==> config.mk <==
export PLATFORM = sky130hd
export DESIGN_NAME = way_fill_writer_flat
export DESIGN_NICKNAME = d
export VERILOG_FILES = /design/src/rtl/way_fill_writer_if.sv /design/src/rtl/way_fill_writer.sv /design/src/flat_wrapper.sv
export SDC_FILE = /design/constraint.sdc
export NUM_CORES = 1
export LEC_CHECK = 0
export CELL_PAD_IN_SITES_DETAIL_PLACEMENT = 0
export CELL_PAD_IN_SITES_GLOBAL_PLACEMENT = 1
export CORE_MARGIN = 5
export CORE_UTILIZATION = 39
export DETAILED_ROUTE_END_ITERATION = 10
export MAX_ROUTING_LAYER = met4
export PLACE_DENSITY_LB_ADDON = 0.1
export SLEW_MARGIN = 25
export SYNTH_ARGS = -nofsm -noshare
export SYNTH_HDL_FRONTEND = slang
export SYNTH_SLANG_ARGS = --single-unit
==> constraint.sdc <==
create_clock -name i_clk -period 2.6 [get_ports i_clk]
set_input_delay 0.39 -clock i_clk [delete_from_list [all_inputs] [get_ports i_clk]]
set_output_delay 0.39 -clock i_clk [all_outputs]
set_load 0.1 [all_outputs]
==> src/rtl/way_fill_writer_if.sv <==
// Refill-side handshake and data-array write bundle for way_fill_writer.
// The slave modport is the block's view; the master modport is the refill/array side.
interface way_fill_writer_if #(
    parameter int unsigned LINE_SIZE_BYTES = 64,
    parameter int unsigned WAYS            = 4,
    parameter int unsigned BEAT_BYTES      = 8
);
    logic                         i_fill_start;
    logic [WAYS-1:0]              i_way_sel;
    logic                         i_beat_valid;
    logic [BEAT_BYTES*8-1:0]      i_beat_data;
    logic                         o_beat_ready;
    logic [WAYS-1:0]              o_wr_en;
    logic [LINE_SIZE_BYTES*8-1:0] o_wr_data;
    logic                         o_busy;
    logic                         o_done;
    logic                         o_err;

    modport slave (
        input  i_fill_start, i_way_sel, i_beat_valid, i_beat_data,
        output o_beat_ready, o_wr_en, o_wr_data, o_busy, o_done, o_err
    );

    modport master (
        output i_fill_start, i_way_sel, i_beat_valid, i_beat_data,
        input  o_beat_ready, o_wr_en, o_wr_data, o_busy, o_done, o_err
    );
endinterface

==> src/rtl/way_fill_writer.sv <==
// Assembles a refill line from fixed-width beats, then issues a one-cycle one-hot
// per-way write strobe carrying the whole line to the data arrays.
module way_fill_writer #(
    parameter int unsigned LINE_SIZE_BYTES = 64,
    parameter int unsigned WAYS            = 4,
    parameter int unsigned BEAT_BYTES      = 8
) (
    input  logic                i_clk,
    input  logic                i_rst_n,
    way_fill_writer_if.slave    fill_if
);
    localparam int unsigned BEATS  = LINE_SIZE_BYTES / BEAT_BYTES;
    localparam int unsigned CNT_W  = (BEATS > 1) ? $clog2(BEATS) : 1;
    localparam int unsigned BEAT_W = BEAT_BYTES * 8;
    localparam int unsigned LINE_W = LINE_SIZE_BYTES * 8;

    typedef enum logic [1:0] {StIdle, StCollect, StWrite} state_e;

    state_e             r_state;
    logic [CNT_W-1:0]   r_cnt;
    logic [WAYS-1:0]    r_sel;
    logic [LINE_W-1:0]  r_line;
    logic               r_ready;
    logic               r_busy;
    logic               r_done;
    logic               r_err;
    logic [WAYS-1:0]    r_wr_en;

    logic w_accept;
    logic w_last;
    logic w_sel_ok;

    function automatic logic is_onehot(input logic [WAYS-1:0] v);
        return (v != '0) && ((v & (v - 1'b1)) == '0);
    endfunction

    assign w_accept = r_ready & fill_if.i_beat_valid;
    assign w_last   = (r_cnt == CNT_W'(BEATS - 1));
    assign w_sel_ok = is_onehot(fill_if.i_way_sel);

    always_ff @(posedge i_clk or negedge i_rst_n) begin
        if (!i_rst_n) begin
            r_state <= StIdle;
            r_cnt   <= '0;
            r_sel   <= '0;
            r_line  <= '0;
            r_ready <= 1'b0;
            r_busy  <= 1'b0;
            r_done  <= 1'b0;
            r_err   <= 1'b0;
            r_wr_en <= '0;
        end else begin
            // Pulse outputs default low; only the transitions below raise them.
            r_done  <= 1'b0;
            r_err   <= 1'b0;
            r_wr_en <= '0;
            case (r_state)
                StIdle: begin
                    if (fill_if.i_fill_start) begin
                        if (w_sel_ok) begin
                            r_sel   <= fill_if.i_way_sel;
                            r_cnt   <= '0;
                            r_ready <= 1'b1;
                            r_busy  <= 1'b1;
                            r_state <= StCollect;
                        end else begin
                            r_err <= 1'b1;
                        end
                    end
                end
                StCollect: begin
                    if (w_accept) begin
                        r_line[r_cnt*BEAT_W +: BEAT_W] <= fill_if.i_beat_data;
                        if (w_last) begin
                            r_cnt   <= '0;
                            r_ready <= 1'b0;
                            r_wr_en <= r_sel;
                            r_done  <= 1'b1;
                            r_state <= StWrite;
                        end else begin
                            r_cnt <= r_cnt + 1'b1;
                        end
                    end
                end
                StWrite: begin
                    r_busy  <= 1'b0;
                    r_state <= StIdle;
                end
                default: begin
                    r_ready <= 1'b0;
                    r_busy  <= 1'b0;
                    r_state <= StIdle;
                end
            endcase
        end
    end

    assign fill_if.o_beat_ready = r_ready;
    assign fill_if.o_wr_en      = r_wr_en;
    assign fill_if.o_wr_data    = r_line;
    assign fill_if.o_busy       = r_busy;
    assign fill_if.o_done       = r_done;
    assign fill_if.o_err        = r_err;
endmodule

==> src/flat_wrapper.sv <==
// flat-port wrapper written by rule: the top's interface ports become plain ports
module way_fill_writer_flat 
#(
    parameter int unsigned LINE_SIZE_BYTES = 64,
    parameter int unsigned WAYS            = 4,
    parameter int unsigned BEAT_BYTES      = 8
)
  (i_clk, i_rst_n, fill_if_i_fill_start, fill_if_i_way_sel, fill_if_i_beat_valid, fill_if_i_beat_data, fill_if_o_beat_ready, fill_if_o_wr_en, fill_if_o_wr_data, fill_if_o_busy, fill_if_o_done, fill_if_o_err);
  way_fill_writer_if #(.LINE_SIZE_BYTES(LINE_SIZE_BYTES), .WAYS(WAYS), .BEAT_BYTES(BEAT_BYTES)) fill_if_i ();
  input  logic i_clk;
  input  logic i_rst_n;
  input wire logic [$bits(fill_if_i.i_fill_start)-1:0] fill_if_i_fill_start;
  input wire logic [$bits(fill_if_i.i_way_sel)-1:0] fill_if_i_way_sel;
  input wire logic [$bits(fill_if_i.i_beat_valid)-1:0] fill_if_i_beat_valid;
  input wire logic [$bits(fill_if_i.i_beat_data)-1:0] fill_if_i_beat_data;
  output wire logic [$bits(fill_if_i.o_beat_ready)-1:0] fill_if_o_beat_ready;
  output wire logic [$bits(fill_if_i.o_wr_en)-1:0] fill_if_o_wr_en;
  output wire logic [$bits(fill_if_i.o_wr_data)-1:0] fill_if_o_wr_data;
  output wire logic [$bits(fill_if_i.o_busy)-1:0] fill_if_o_busy;
  output wire logic [$bits(fill_if_i.o_done)-1:0] fill_if_o_done;
  output wire logic [$bits(fill_if_i.o_err)-1:0] fill_if_o_err;
  assign fill_if_i.i_fill_start = fill_if_i_fill_start;
  assign fill_if_i.i_way_sel = fill_if_i_way_sel;
  assign fill_if_i.i_beat_valid = fill_if_i_beat_valid;
  assign fill_if_i.i_beat_data = fill_if_i_beat_data;
  assign fill_if_o_beat_ready = fill_if_i.o_beat_ready;
  assign fill_if_o_wr_en = fill_if_i.o_wr_en;
  assign fill_if_o_wr_data = fill_if_i.o_wr_data;
  assign fill_if_o_busy = fill_if_i.o_busy;
  assign fill_if_o_done = fill_if_i.o_done;
  assign fill_if_o_err = fill_if_i.o_err;
  way_fill_writer #(.LINE_SIZE_BYTES(LINE_SIZE_BYTES), .WAYS(WAYS), .BEAT_BYTES(BEAT_BYTES)) u_core (.i_clk(i_clk), .i_rst_n(i_rst_n), .fill_if(fill_if_i));
endmodule
After elaboration in Yosys (flattened, before gate mapping)
Cells that the tools add are included.
Storage, ports and cells
  register bits: 529
  latch bits: 0
  memory bits (writable): 0
  bits in read-only memories: 0
  word-level logic and storage cells: 62
  memories: 0
Cells by class
  $add $sub $neg: 3
  multiply operators: 0
  divide/modulo/power cells: 0
  $lt $le $gt $ge: 0
  equal/unequal tests: 7
  shift-type cells: 2
  muxes and demuxes: 26
  bitwise gates (word level): 4
  reductions and logical operators: 11
Operator list (count)
  bitwise mux 512 bit: 1
  variable shift 64 x 34 -> 512 bit, first input constant: 1
  indexed part select 64 x 34 -> 512 bit: 1
  negation 9 -> 34 bit: 1
  2-to-1 mux 3 bit: 4
  2-to-1 mux 4 bit: 3
  2-to-1 mux 1 bit: 10
  2-to-1 mux 2 bit: 4
  AND reduction 4 bit: 2
  != test 2 x 1 -> 1 bit, second input constant: 3
  case mux 3 bit (2 select lines): 1
  AND reduction 3 bit: 2
  AND reduction 5 bit: 1
  bitwise AND 4 bit: 1
  logical NOT 4 bit: 1
  case mux 2 bit (2 select lines): 1
  nonzero test 4 bit: 1
  subtractor 4 x 1 -> 4 bit, second input constant: 1
  adder 3 x 1 -> 3 bit, second input constant: 1
  equality test 3 bit, second input constant: 1
  case mux 1 bit (3 select lines): 1
  equality test 2 x 1 -> 1 bit, second input constant: 1
  equality test 2 bit, second input constant: 1
  logical NOT 2 bit: 1
  7 further kinds: 8

Longest topological paths before layout
Gate-level depths: netlist of the first run.
  word-level depth: 7
  gate-level depth with buffers: 9
  gate-level depth less buffers: 7

Least setup slack after synthesis of the first run
No wires, ideal clock.
  path kind: flip-flop to flip-flop
  start: register u_core.r_ready, in the netlist u_core.fill_if.o_beat_ready
  end: register u_core.r_line[386], in the netlist u_core.fill_if.o_wr_data[386]
  data arrival time: 2448 ps
  setup slack: 27 ps
  cell stages (with the launch flop): 6
  path buffers: 1
  path through: dfrtp_1 and4b_1 o211ai_2 nor2_2 buf_6 mux2_2
On the way
  longest elaborated chain between the ends: 2
RTL lines
  from (decl): line way_fill_writer.sv:23  | logic r_ready;
  from (signal assigned): line way_fill_writer.sv:47  | r_ready <= 1'b0;
  from (signal assigned): line way_fill_writer.sv:63  | r_ready <= 1'b1;
  from (signal assigned): line way_fill_writer.sv:76  | r_ready <= 1'b0;
  bitwise AND 1 bit: line way_fill_writer.sv:37  | assign w_accept = r_ready & fill_if.i_beat_valid;
  AND reduction 2 bit (no source line)
  to (signal, indexed assignment): line way_fill_writer.sv:73  | r_line[r_cnt*BEAT_W +: BEAT_W] <= fill_if.i_beat_data;
  to (decl): line way_fill_writer.sv:22  | logic [LINE_W-1:0] r_line;
Every way passes these cells.
A chain may end at the register's enable or synchronous reset.

Worst setup path after layout of the first run
  start: register u_core.r_cnt[1]
  end: register u_core.r_line[216], in the netlist u_core.fill_if.o_wr_data[216]
On the way
  longest elaborated chain between the ends: 3
  elaborated cells on any way between the ends: 4
  those cells by class: add/sub: 1; shift: 2; mux: 1
RTL lines
  from (decl): line way_fill_writer.sv:20  | logic [CNT_W-1:0] r_cnt;
  from (signal assigned): line way_fill_writer.sv:81  | r_cnt <= r_cnt + 1'b1;
  negation 9 -> 34 bit *: line way_fill_writer.sv:73
  indexed part select 64 x 34 -> 512 bit or variable shift 64 x 34 -> 512 bit (tied branches): line way_fill_writer.sv:73
  bitwise mux 512 bit *: line way_fill_writer.sv:73
Every way passes the cells marked *; elsewhere a longest branch is shown, timed or not.

==> impl_metrics.ini, run 1 <==
[cts]
cts-root-buf = clkbuf_16
postCtsSetupRepairBufs = 0
clock_sinks = 529
path_clk_slew_ns = 0.06
htree_levels = 2
ctsLongestPathBuffers = 3
clk_latency_ns = 0.60
cts_made_buffers = 58
cts_tree = built

[synth]
yosysUniqueCellTypes = 39
synth_top_family_by_area = multiplexers
synth_compound_area_share_pct = 2.01
syn_area_mm2 = 0.0213
synth_cells = 1442
synth_top_area_share_pct = 62.3
yosysSeqAreaShare_pct = 62.3
yosysTopAreaCell = dfrtp_1
synth_warnings = 0
synth_xor_area_share_pct = 0.124
synthMuxAreaShare_pct = 25.1
synthSimpleGateAreaFrac_pct = 6.53
syn_nets = 1518
synthAdderAreaFrac_pct = 0.235
synth.avg_cell_area_um2 = 14.7
yosys-top-cells-area = dfrtp_1 (62%), mux2_2 (20%), mux2_4 (4.2%)
synth-seq-cells = 529

[placement]
port_buffers = 591
post_dp_cell_area_mm2 = 0.0270
pre_cts_ws_ns = 0.0849
place_hpwl_um = 49700
place_congestion = 0.810

[global_routing]
antenna_found_initial = 1
grt_max_degree = 84
grt_usage_pct = 23.3
grt_pass1_wl_um = 102000
overflow = 0
grt_pass1_vias = 14700

[sta]
maxSlewHeadroom_pct = 48.8
rsz0062_at_grt = false
setup_violations = 0
max_slew.worst_pin.slew_ns = 0.768
max_freq_mhz = 411
skew_ns = 0.0165
slew_violations = 0
setup_tns_ns = 0
period_minus_slack_ns = 2.43
fin_worst_hold_slack_ns = 0.352
finalWorstSetupSlack_ns = 0.167
hold_violations = 0
period_share_pct = 93.6

[critical_path]
startpoint_type = register
r2r-start = u_core.r_cnt[1]
cp_slowest_cell = dfrtp_1
max_stage_delay_ns = 0.46
worstPathRequired_ns = 3.07
path_common_cell = ha_1
worstPathArrival_ns = 2.90
r2r-end = u_core.fill_if.o_wr_data[216]
path_class = reg2reg
regToRegSetupSlack_ns = 0.17
reg2reg_depth = 7
end_kind = register
path_cells = inv_1 -> ha_1 -> ha_1 -> or3_4 -> nor2_4 -> buf_12 -> mux2_2
cp_max_fo = 22

[die]
initial_core_util_pct = 39.4
fp-row-count = 85
die_w_um = 243
die_h_um = 243
die_area_mm2 = 0.0593
core_area_mm2 = 0.0539
ios = 592

[status]
status = complete, no violations

[drt]
drcViolationCount = 0
wire_per_inst_um = 24.6
vias = 13800
drt_iter0_drc = 537
via_per_inst = 4.92
firstDrtPassIters = 7
wirelength_um = 68900
ant_nets = 0

[final_layout]
design_area_mm2 = 0.0289
final_nets = 2138
area_growth_pct = 36.1
layout-drive-gt1-share_pct = 53.3

[run]
cap_violations = 0

[min_path]
hold_class = in2async
-- worst max-delay path, delay by kind of cell (launching register included) --
kind | cells | cell delay (ns)
multiplexers | 1 | 0.36
flip-flops | 1 | 0.46
adder cells (fa/ha/maj) | 2 | 0.46
buffers and inverters | 2 | 0.31
AND/OR/NAND/NOR | 2 | 0.69
-- synth_stat cells, drive strengths merged --
library cell	instances
a21oi	3
mux2	454
and4	2
and2	131
nand4b	1
a21o	1
nor4b	2
nor2	15
nor3	2
and3	1
o21ai	63
or3	1
nor3b	1
inv	64
nor4	2
and4b	1
xor2	1
nand2	4
nand3	61
a32o	4
dfrtp	529
a22o	1
or3b	1
clkbuf	32
a221o	1
a31o	2
ha	4
buf	49
nand2b	5
nor2b	1
o211ai	1
xnor2	2
-- layer usage --
metal	GRT usage, %	vias up	share of wire [%]
met5	-	-	0
met4	6.31	0	2.9
met3	6.24	101	6.2
met2	38.1	393	49
met1	29.0	7090	42
li1	-	6225	-
-- how the worst max path moves through the flow --
| stage | from | end | slack [ns] | depth (start not counted) |
|---|---|---|---|---|
| 2_1_floorplan | u_core.fill_if.o_beat_ready | u_core.fill_if.o_wr_data[386] | 0.03 | 5 |
| 3_3_place_gp | fill_if_i_beat_valid | u_core.fill_if.o_wr_data[202] | 0.15 | 6 |
| 3_5_place_dp | fill_if_i_beat_valid | u_core.fill_if.o_wr_data[267] | 0.08 | 6 |
| 4_1_cts | u_core.r_cnt[1] | u_core.fill_if.o_wr_data[50] | 0.09 | 7 |
| 5_1_grt | u_core.r_cnt[1] | u_core.fill_if.o_wr_data[347] | 0.06 | 9 |
| 6_report | u_core.r_cnt[1] | u_core.fill_if.o_wr_data[216] | 0.17 | 7 |
-- flip-flops by register name, summed over array words and instances (netlist names) --
signal	count
u_core.fill_if.o_wr_en	4
u_core.fill_if.o_err	1
u_core.r_cnt	3
u_core.fill_if.o_busy	1
u_core.fill_if.o_done	1
u_core.fill_if.o_beat_ready	1
u_core.r_state	2
u_core.r_sel	4
u_core.fill_if.o_wr_data	512
-- layout make-up --
cell class / count / area (um^2)
antenna: 1 / 2.50
clock buffer: 84 / 1700
clock inverter: 21 / 215
fill: 4624 / 25000
inverter: 64 / 240
multi-input combinational: 768 / 7290
sequential: 529 / 13200
tap: 696 / 871
timing repair buffer: 641 / 5370
-- cells by family after synthesis --
| group | after synthesis |
|---|---|
| AO/OA/AOI/OAI | 76 |
| XOR/XNOR | 3 |
| adder cells (fa/ha/maj) | 4 |
| buffers and inverters | 145 |
| flip-flops | 529 |
| multiplexers | 454 |
| AND/OR/NAND/NOR | 231 |
-- cells in the final DEF, fill, tap and decap left out, drive strengths merged, types with 2 or more instances in the layout --
cell type,n
nor2,15
nor4,2
dfrtp,529
o21ai,63
inv,64
nand2,4
clkdlybuf4s50,70
clkbuf,84
a31o,2
bufinv,4
nor4b,2
and4,2
xnor2,2
clkinv,16
buf,570
ha,4
a32o,4
and2,131
a21oi,3
nand3,61
mux2,454
nand2b,5
nor3,2
-- what timing repair did --
item                       4_1_cts  5_1_grt
hold buffers                     1        0
hold endpoints to repair        48        0
setup endpoints to repair        0       59
gates resized for setup          0        1
-- metrics by stage --
| stage | cells | util [%] |
|---|---|---|
| final | 2804 | 53.7 |
| after global routing | 2803 | 53.6 |
| after CTS | 2803 | 53.6 |
| after detailed placement | 2697 | 50.1 |
| after global placement | 2697 | 50.1 |
| after floorplan | 1442 | - |
Power of run 1 is not shown: default switching activity piles up to over one toggle a cycle in this logic, so the estimate is an artifact.
==> run 2: changes to the inputs <==
--- a/config.mk
+++ b/config.mk
@@ -8,9 +8,9 @@
 export CELL_PAD_IN_SITES_DETAIL_PLACEMENT = 0
 export CELL_PAD_IN_SITES_GLOBAL_PLACEMENT = 1
 export CORE_MARGIN = 5
-export CORE_UTILIZATION = 39
+export CORE_UTILIZATION = 35
 export DETAILED_ROUTE_END_ITERATION = 10
-export MAX_ROUTING_LAYER = met4
+export GPL_ROUTABILITY_DRIVEN = 0
 export PLACE_DENSITY_LB_ADDON = 0.1
 export SLEW_MARGIN = 25
 export SYNTH_ARGS = -nofsm -noshare
==> constraint.sdc (replaced) <==
create_clock -name i_clk -period 2.15 [get_ports i_clk]
set_input_delay 0.3225 -clock i_clk [delete_from_list [all_inputs] [get_ports i_clk]]
set_output_delay 0.3225 -clock i_clk [all_outputs]
set_load 0.1 [all_outputs]
==> run 2 against run 1 <==
  * The flow now finishes with violations (setup timing)
  * Critical path depth is 1 higher
  * Clock skew is 0.0024 ns higher
  * Count of clock-buffer cells in the layout is 1 higher
  * Fmax is 12% higher
  * Sequential share of layout area is 0.79 points lower
  * Register-to-register slack worse by 0.19 ns
  * Worst hold slack worse by 0.14 ns
  * Global-route usage is 2.2 points lower
  * Design area is 1.8% higher
  * Setup slack worse by 0.19 ns
  * Critical path type unchanged
==> impl_metrics.ini, run 2 (same netlist as run 1, synthesis figures left out) <==
[status]
status = finished, violations left
violations = setup timing

[sta]
max_freq_mhz = 461
period_share_pct = 101
skew_ns = 0.0189
max_slew.worst_pin.slew_ns = 0.531
slew_violations = 0
maxSlewHeadroom_pct = 64.5
finalWorstSetupSlack_ns = -0.0205
setup_violations = 10
hold_violations = 0
rsz0062_at_grt = true
period_minus_slack_ns = 2.17

[final_layout]
ff_latch_area_mm2 = 0.0132
largest_register_ffs = 512
area_growth_pct = 38.5
final_cell_mix = buf_4 (565), dfrtp_1 (527), mux2_2 (383)
layout-drive-gt1-share_pct = 54.1
multi_input_area_mm2 = 0.00735
fillCellCount = 5333
layout_commonest_cell = buf_4
finalNonFillerCells = 2927
final_nets = 2176
design_area_mm2 = 0.0294

[cts]
htree_levels = 2
clock_sinks = 529
cts-root-buf = clkbuf_16
clk_latency_ns = 0.61
ctsLongestPathBuffers = 3
path_clk_slew_ns = 0.06
cts_tree = built
cts_made_buffers = 58

[critical_path]
worstPathArrival_ns = 2.65
cp_max_fo = 28
worstPathRequired_ns = 2.63
end_kind = register
startpoint_type = register
path_class = reg2reg

[drt]
firstDrtPassIters = 5
ant_nets = 0
drcViolationCount = 0
wire_per_inst_um = 25.1
wirelength_um = 73400
vias = 14100
drt_iter0_drc = 741
via_per_inst = 4.82

[global_routing]
grt_max_degree = 86
overflow = 0
grt_pass1_vias = 15100
grt_pass1_wl_um = 105000
grt_usage_pct = 21.2
antenna_found_initial = 2

[placement]
dp.cells = 2804
port_buffers = 591
post_dp_cell_area_mm2 = 0.0272
place_hpwl_um = 51200

[die]
ios = 592
die_area_mm2 = 0.0658
fp-row-count = 90
die_h_um = 256
die_w_um = 256
initial_core_util_pct = 35.3
core_area_mm2 = 0.0602

[run]
cap_violations = 0

[min_path]
hold_class = in2async
[run 2: worst paths after layout]
kind | start | slack, ns | end | depth (start not counted)
worst max-delay path | u_core.r_cnt[1] | -0.02 | u_core.fill_if.o_wr_data[226] | 8
worst min-delay path | i_rst_n | 0.21 | u_core.fill_if.o_wr_data[26] | 2
worst max register to register | u_core.r_cnt[1] | -0.02 | u_core.fill_if.o_wr_data[226] | 8
worst min register to register | u_core.fill_if.o_wr_data[231] | 0.49 | u_core.fill_if.o_wr_data[231] | 1
max in group asynchronous | i_rst_n | 1.06 | u_core.fill_if.o_wr_data[76] | 3
min in group i_clk | fill_if_i_beat_data[27] | 0.40 | u_core.fill_if.o_wr_data[347] | 3
[run 2: layout make-up]
| cell class | instances | share of cell area (%) |
|---|---|---|
| tap | 782 | 3.32 |
| inverter | 64 | 0.816 |
| antenna | 4 | 0.0340 |
| clock buffer | 85 | 5.76 |
| clock inverter | 16 | 0.739 |
| multi-input combinational | 771 | 25.0 |
| timing repair buffer | 676 | 19.4 |
| sequential | 529 | 45.0 |
[run 2: repair_timing]
item                       CTS  global route
setup endpoints to repair  446           351
cloned                       1             6
hold buffers                 1             0
setup buffers                6             4
hold endpoints to repair    88             0
pin swaps                    4             3
resized for setup           10            13
[run 2: worst max-delay path, cell delays in order (launching register included)]
cell     delay (ns)
dfrtp_1        0.34
inv_1          0.07
ha_4           0.17
ha_4           0.18
or3_4          0.41
nor2_4         0.14
buf_12         0.13
buf_16         0.20
mux2_2         0.37
[run 2: metal layers]
layer	routed length [um]	track usage, %	up-vias
met5	0	0	-
met4	1920	5.83	0
met3	5130	6.47	108
met2	36000	35.6	399
met1	30300	26.7	7316
li1	-	-	6294
[run 2: metrics by stage]
step	setup TNS [ns]	util, %	worst slack (ns)	hold WS, ns
2_1_floorplan	-13.33	-	-0.0741	0.0269
3_3_place_gp	-85.87	45.2	-0.265	0.266
3_5_place_dp	-98.19	45.2	-0.300	0.263
4_1_cts	-0.151	48.6	-0.0334	0.208
5_1_grt	-1.14	48.9	-0.0477	0.223
6_report	-0.107	48.9	-0.0205	0.213
Power of run 2 is left out for the same reason.
==> run 3: changes to the inputs <==
--- a/config.mk
+++ b/config.mk
@@ -12,6 +12,7 @@
 export DETAILED_ROUTE_END_ITERATION = 10
 export GPL_ROUTABILITY_DRIVEN = 0
 export PLACE_DENSITY_LB_ADDON = 0.1
+export SKIP_CTS_REPAIR_TIMING = 1
 export SLEW_MARGIN = 25
 export SYNTH_ARGS = -nofsm -noshare
 export SYNTH_HDL_FRONTEND = slang
==> run 3 against run 2 <==
  * Via count grew 1.4%
  * Flip-flop and latch count did not move
  * Setup slack got worse by 0.012 ns
  * Die area did not move
  * Largest cell class unchanged
  * The run still ends with setup timing left
  * Critical path type unchanged
  * Final cell count increased by 0.48%
  * Non-clock buffer count up 14
  * Global-route usage down 0.31 points
  * Fmax is 0.53% lower
==> impl_metrics.ini, run 3 (same netlist as run 1, synthesis figures left out) <==
[run]
cap_violations = 0

[critical_path]
worst-path-buf-inv = 3
cp_max_fo = 9
cp_slowest_cell = or3_4
cp_num_cells = 8
worstPathArrival_ns = 2.66
max_stage_delay_ns = 0.41
path_class = reg2reg
path_cells = inv_2 -> ha_4 -> ha_4 -> or3_4 -> nor2_4 -> buf_4 -> buf_12 -> mux2_2
path_common_cell = ha_4
reg2reg_depth = 8
end_kind = register
startpoint_type = register
worstPathRequired_ns = 2.63
crit_family = simple AND/OR/NAND/NOR gates

[final_layout]
utilization_pct = 49.5
finalNonFillerCells = 2941
layout-drive-gt1-share_pct = 54.7
layout_commonest_cell = buf_4
final_cell_mix = buf_4 (569), dfrtp_1 (527), mux2_2 (349)
final_nets = 2190
area_growth_pct = 40.4
design_area_mm2 = 0.0298
largest_register_ffs = 512
fillCellCount = 5286

[global_routing]
grt_usage_pct = 20.9
grt_pass1_wl_um = 105000
grt_max_degree = 86
overflow = 0
antenna_found_initial = 2
grt_pass1_vias = 15000

[drt]
wirelength_um = 75700
via_per_inst = 4.87
vias = 14300
ant_nets = 0
firstDrtPassIters = 5
drcViolationCount = 0
drt_iter0_drc = 749
wire_per_inst_um = 25.7

[min_path]
hold_class = in2async

[cts]
cts_made_buffers = 58
path_clk_slew_ns = 0.06
clock_sinks = 529
ctsLongestPathBuffers = 3
cts-root-buf = clkbuf_16
clk_latency_ns = 0.61
cts_tree = built
htree_levels = 2

[sta]
skew_ns = 0.0197
maxSlewHeadroom_pct = 64.4
rsz0062_at_grt = true
slew_violations = 0
setup_tns_ns = -0.321
setup_violations = 16
max_slew.worst_pin.slew_ns = 0.532
max_freq_mhz = 458
period_share_pct = 101
finalWorstSetupSlack_ns = -0.0321
period_minus_slack_ns = 2.18
hold_violations = 0

[placement]
post_dp_cell_area_mm2 = 0.0272
port_buffers = 591
dp.cells = 2804
place_hpwl_um = 51200

[die]
die_area_mm2 = 0.0658
die_w_um = 256
initial_core_util_pct = 35.3
die_h_um = 256
fp-row-count = 90
ios = 592
core_area_mm2 = 0.0602

[status]
violations = setup timing
status = finished, violations left
run 3: cell types whose count changed in the layout (fill, tap and decap cells not counted), moves of 4 or more:
| cell | previous run | this run |
|---|---|---|
| clkbuf_16 | 63 | 69 |
| mux2_2 | 383 | 349 |
| o21ai_0 | 60 | 54 |
| mux2_4 | 60 | 95 |
| o21ai_1 | 3 | 8 |
| buf_4 | 565 | 569 |
run 3: routing by layer:
metal,track usage [%],vias to the layer above,routed length (um)
met1,26.4,7504,31500
met2,35.5,400,37300
li1,-,6323,-
met3,6.17,88,5230
met4,4.91,0,1710
met5,0,-,0
run 3: per-stage QoR:
step,setup WS (ns),hold slack (ns)
finish,-0.0321,0.215
global route,-0.0648,0.224
CTS,-0.251,-0.394
detailed placement,-0.300,0.263
global placement,-0.265,0.266
floorplan,-0.0741,0.0269
run 3: layout make-up:
type	instances	area, um^2	share of cell area, %
Multi-Input combinational cell	771	7490	25.1
Sequential cell	529	13200	44.4
Antenna cell	4	10.0	0.0335
Tap cell	782	978	3.28
Timing Repair Buffer	690	5970	20.0
Clock inverter	16	218	0.729
Inverter	64	240	0.805
Clock buffer	85	1700	5.69
run 3: path summary, 6_finish.rpt:
check / from / endpoint / slack, ns
worst min register to register: u_core.fill_if.o_wr_data[231] / u_core.fill_if.o_wr_data[231] / 0.49
worst max register to register: u_core.r_cnt[1] / u_core.fill_if.o_wr_data[192] / -0.03
max in group asynchronous: i_rst_n / u_core.fill_if.o_wr_data[76] / 1.05
min in group i_clk: fill_if_i_beat_data[27] / u_core.fill_if.o_wr_data[347] / 0.43
worst max-delay path: u_core.r_cnt[1] / u_core.fill_if.o_wr_data[192] / -0.03
worst min-delay path: i_rst_n / u_core.fill_if.o_wr_data[26] / 0.22
run 3: worst reg2reg max path: cells and delay by family (launching register included):
family,cells,cell delay [ns]
buffers and inverters,3,0.44
multiplexers,1,0.35
adder cells (fa/ha/maj),2,0.34
flip-flops,1,0.36
AND/OR/NAND/NOR,2,0.56
Power of run 3 is left out for the same reason.
